[src/rtl/seven_seg_scanner.sv]
// N-digit multiplexed 7-segment scanner: one registered digit slot per scan tick,
// with per-digit dp/blank/blink. Optional macro LEADING_ZERO_SUPPRESS_EN darkens leading zeros.
module seven_seg_scanner #(
  parameter int N_DIGITS       = 4,
  parameter int SCAN_DIV_BITS  = 16,
  parameter int BLINK_DIV_BITS = 25,
  localparam int IDXW          = (N_DIGITS > 1) ? $clog2(N_DIGITS) : 1
) (
  input  logic                  clk,
  input  logic                  rst,
  input  logic                  en,
  input  logic [4*N_DIGITS-1:0] nums,
  input  logic [N_DIGITS-1:0]   dp_in,
  input  logic [N_DIGITS-1:0]   blank,
  input  logic [N_DIGITS-1:0]   blink,
  output logic [6:0]            display,
  output logic                  dp,
  output logic [N_DIGITS-1:0]   digit,
  output logic [IDXW-1:0]       scan_idx,
  output logic                  frame_done
);

  logic [SCAN_DIV_BITS-1:0]  scan_cnt;
  logic [BLINK_DIV_BITS-1:0] blink_cnt;
  logic                      tick;
  logic                      blink_phase;
  logic [N_DIGITS-1:0][3:0]  codes;
  logic [N_DIGITS-1:0]       lz;
  logic [IDXW-1:0]           next_idx;
  logic [3:0]                sel_code;
  logic                      sel_dark;

  assign codes       = nums;
  assign tick        = &scan_cnt;
  assign blink_phase = blink_cnt[BLINK_DIV_BITS-1];
  assign next_idx    = (scan_idx == IDXW'(N_DIGITS-1)) ? '0 : scan_idx + IDXW'(1);
  assign sel_code    = codes[next_idx];
  assign sel_dark    = blank[next_idx] | (blink[next_idx] & blink_phase) | lz[next_idx];

`ifdef LEADING_ZERO_SUPPRESS_EN
  // Running AND from the top digit down; digit 0 is never part of the chain.
  logic zero_above;
  always_comb begin
    lz         = '0;
    zero_above = 1'b1;
    for (int i = N_DIGITS-1; i > 0; i--) begin
      zero_above = zero_above & (codes[i] == 4'd0);
      lz[i]      = zero_above;
    end
  end
`else
  assign lz = '0;
`endif

  function automatic logic [6:0] seg7(input logic [3:0] c);
    case (c)
      4'd0:  seg7 = 7'b1000000;
      4'd1:  seg7 = 7'b1111001;
      4'd2:  seg7 = 7'b0100100;
      4'd3:  seg7 = 7'b0110000;
      4'd4:  seg7 = 7'b0011001;
      4'd5:  seg7 = 7'b0010010;
      4'd6:  seg7 = 7'b0000010;
      4'd7:  seg7 = 7'b1111000;
      4'd8:  seg7 = 7'b0000000;
      4'd9:  seg7 = 7'b0010000;
      4'd10: seg7 = 7'b0010010;
      4'd11: seg7 = 7'b0001100;
      4'd12: seg7 = 7'b0001000;
      4'd13: seg7 = 7'b0111111;
      default: seg7 = 7'b1111111;
    endcase
  endfunction

  always_ff @(posedge clk or posedge rst) begin
    if (rst) begin
      scan_cnt   <= '0;
      blink_cnt  <= '0;
      display    <= 7'h7F;
      dp         <= 1'b1;
      digit      <= '1;
      scan_idx   <= IDXW'(N_DIGITS-1);
      frame_done <= 1'b0;
    end else begin
      scan_cnt   <= scan_cnt + SCAN_DIV_BITS'(1);
      blink_cnt  <= blink_cnt + BLINK_DIV_BITS'(1);
      frame_done <= 1'b0;
      if (tick) begin
        if (en) begin
          // Dark digits keep their anode low so slot timing stays uniform.
          scan_idx   <= next_idx;
          digit      <= ~(N_DIGITS'(1) << next_idx);
          display    <= sel_dark ? 7'h7F : seg7(sel_code);
          dp         <= sel_dark | ~dp_in[next_idx];
          frame_done <= (next_idx == '0);
        end else begin
          digit   <= '1;
          display <= 7'h7F;
          dp      <= 1'b1;
        end
      end
    end
  end

endmodule

[config.mk]
export PLATFORM = sky130hd
export DESIGN_NAME = seven_seg_scanner
export DESIGN_NICKNAME = d
export VERILOG_FILES = /design/src/rtl/seven_seg_scanner.sv
export SDC_FILE = /design/constraint.sdc
export NUM_CORES = 1
export LEC_CHECK = 0
export ABC_CLOCK_PERIOD_IN_PS = 3100
export BUFFER_PORTS_ARGS = -buffer_cell sky130_fd_sc_hd__buf_2
export CAP_MARGIN = 20
export CELL_PAD_IN_SITES_DETAIL_PLACEMENT = 0
export CELL_PAD_IN_SITES_GLOBAL_PLACEMENT = 1
export CORE_ASPECT_RATIO = 1.25
export CORE_MARGIN = 2
export CORE_UTILIZATION = 45
export DETAILED_ROUTE_END_ITERATION = 10
export GPL_TIMING_DRIVEN = 0
export PLACE_DENSITY_LB_ADDON = 0.1
export SYNTH_ARGS = -nofsm -noshare
export SYNTH_HDL_FRONTEND = slang
export SYNTH_SLANG_ARGS = --single-unit
[constraint.sdc]
create_clock -name clk -period 3.1 [get_ports clk]
set_input_delay 0.31 -clock clk [delete_from_list [all_inputs] [get_ports clk]]
set_output_delay 0.31 -clock clk [all_outputs]
set_load 0.01 [all_outputs]
==> impl_results.md <==
- 1st-pass router iterations: 4
- Netlist Area Pre-Place: 2840 µm²
- Slew @ Worst Pin: 0.789 ns
- Post_cts resized: 0
- Placeable core area: 6130 µm²
- Tcrit/Tclk final: 0.889
- Mean post-synth cell area: 11.6 µm²
- Most frequent cell after synthesis: dfrtp_1
- Pwr per Cell Area: 388 nW/µm²
- Gr ovfl total: 0
- Share of layout cells above drive strength 1: 0.284
- Final Hold Fails: 0
- TNS Setup: 0 ns
- Area contributors post-synth: dfrtp_1, dfstp_2, xnor2_1
- Internal: 1010 µW
- Worst path max stage delay: 0.64 ns
- Cell family with most CP delay: compound AO/OA/AOI/OAI gates
- Syn Nets: 288
- Via count: 1,936
- Drt wl/cell: 13.7 µm
- IO Count: 46
- Max clock buf depth: 2
- Fill cell total of the finished layout: 557
- FF/Latch Area: 1420 µm²
- Cts hold-fix bufs: 0
- Clk_lat worst skew: 0.31 ns
- GP Congestion: 0.781
- Yosys cell types: 38
- Area fraction of the dominant cell type after synthesis: 0.370
- Normalized max-slew margin: 0.469
- Clock Power Share: 0.364
- Initial Util: 0.463
- Initial DRC count: 43
- Vias per Instance: 5.04
- Clock-pin slew on the worst setup and hold paths: 0.10 ns
- CP Launch Type: register
- Area Growth Syn to Fin: 16.2%
- Initial antenna violation count: 0
- Final Max Tran Viols: 0
- Num rows: 32
- Switching pwr: 269 µW
- First-pass GRT wire length: 8.92 mm
- Worst reg2reg endpoint: display[2]
- CP bufs+invs: 2
- CTS tree: yes
- Max Cap Viol: 0
- Die height: 92.8 µm
- Post-Synthesis Cells: 245
- Root Driver: clkbuf_8
- Crit Path Max Fanout: 10
- R2r setup slk: 0.34 ns
- TritonCTS Buffers: 5
- Max Fclk: 0.363 GHz
- Vias in the first global route: 1,960
- Final setup viols: 0
- Gate power share: 0.065
- Max Clock Skew: 0.0104 ns
- Total number of yosys warnings: 0
- ANT cells: 0
- Required time worst endpoint: 3.35 ns
- Clock sinks: 56
- Worst r2r path cells: 7
- Kind of end point of the critical path: register
- Top cells by count, synth: dfrtp_1, xnor2_1, inv_1
- RSZ-0062 raised after global routing: no
- Setup Fix Bufs, Post-CTS: 0
- Global-route usage over all layers: 0.165
- Sequential power share: 0.571
- Nets: 341
- Port Buffers: 45
- Die X: 75.0 µm
- Detailed placement HPWL: 3.96 mm
- PnR Total Power: 1280 µW
- WP data arrival: 3.00 ns
- Final wirelength: 5.27 mm
- Switching part of the total: 0.210
- Asr flop ratio synth: 1.00
- Htree depth: 2
- Leak pwr: 0.00163 µW
- Run status: finished clean
- Yosys top cell by area: dfrtp_1
- Largest net degree at the start of global routing: 37
- Final ANT Viol Nets: 0
- DRC viols: 0
- Fin crit period: 2.76 ns
- Worst path cell trace: inv_1 -> ha_1 -> buf_2 -> mux4_2 -> a311oi_2 -> nand2_2 -> o32a_1
- Crit Path Category: register to register
- Hold Crit Class: input port to asynchronous set/reset pin
- Die area: 6960 µm²
- WP depth: 7
- Worst path slowest cell: dfstp_2
- R2r startpoint: scan_idx[0]
- Worst vdd ir: 331 µV
- Footprint of the multi-input gates: 1330 µm²
- Seq/Total Area, Yosys: 0.500
- Post-synth EDFFs: 0
- FF+latch count, synth: 56
- Top FF cell, synth: dfrtp_1
## through the flow
step                      hold WS [ns]   util  std cells  cell area, µm²  setup slack, ns
final                          0.00178  0.538        384            3300            0.343
after detailed placement         0.352  0.521        376            3190            0.294
after global placement           0.450  0.518        375            3170            0.288
after global routing            0.0316  0.538        384            3300            0.170
after CTS                      0.00844  0.538        384            3300            0.282
after floorplan                  0.434      -        245            2840            0.609
## layout make-up
class / count / area share
tap: 85 / 0.0322
clock inverter: 2 / 0.0106
timing repair buffer: 46 / 0.0744
buffer: 5 / 0.00910
inverter: 17 / 0.0193
clock buffer: 6 / 0.0220
sequential: 56 / 0.430
multi-input combinational: 167 / 0.402
## state kept, by name, summed over array words and instances, names as in the netlist
name / count
digit: 4
dp: 1
scan_cnt: 16
display: 7
scan_idx: 2
frame_done: 1
blink_cnt: 25
## worst reg2reg max path, stage by stage (launching register included)
cell	delay [ns]
dfstp_2	0.64
inv_1	0.09
ha_1	0.27
buf_2	0.24
mux4_2	0.56
a311oi_2	0.38
nand2_2	0.16
o32a_1	0.36
## logic make-up after synthesis
kind of cell | count (synthesis) | share of synthesized area
adder cells (fa/ha/maj) | 12 | 0.0529
multiplexers | 15 | 0.0908
buffers and inverters | 22 | 0.0331
AND/OR/NAND/NOR | 82 | 0.155
flip-flops | 56 | 0.500
AO/OA/AOI/OAI | 21 | 0.0546
XOR/XNOR | 37 | 0.114
## how the worst max path moves through the flow
stage,start,slack [ns],endpoint
after detailed placement,scan_idx[0],0.29,display[2]
final,scan_idx[0],0.34,display[2]
after global placement,scan_idx[0],0.29,display[2]
after CTS,scan_idx[0],0.28,display[2]
after global routing,scan_idx[0],0.17,display[2]
after floorplan,scan_idx[0],0.61,display[2]
## power by group through the flow
stage / logic [µW] / registers, µW / clock network [µW]
after floorplan: 50.4 / 745 / 0
after global placement: 81.3 / 745 / 0
after detailed placement: 84.7 / 745 / 0
after CTS: 85.3 / 731 / 487
after global routing: 94.0 / 731 / 513
final: 83.4 / 731 / 467
## layout by cell type, fill, tap and decap left out, types with 2 or more instances in the layout
cell type / instances
mux4_2: 4
o21a_1: 2
nand2_1: 16
buf_2: 48
nand3_1: 15
mux2_2: 3
xor2_1: 15
and3_1: 10
nor3_1: 2
and4_1: 5
o22a_1: 6
ha_1: 12
nor2_1: 15
clkbuf_1: 2
clkbuf_8: 5
xnor2_1: 22
o31a_1: 2
mux2i_1: 4
mux4_1: 3
dfstp_2: 14
dfrtp_1: 42
inv_1: 16
nor4_1: 3
nand4_1: 7
a21oi_1: 8
## layer usage
metal / up-vias / wire (µm) / part of all wire / GRT usage
met5: - / 0 / 0 / 0
li1: 950 / - / - / -
met3: 6 / 313 / 0.059 / 0.0337
met1: 933 / 2480 / 0.47 / 0.226
met4: 0 / 79 / 0.015 / 0.0536
met2: 47 / 2400 / 0.46 / 0.258
Power figures use the tool's default switching activity.
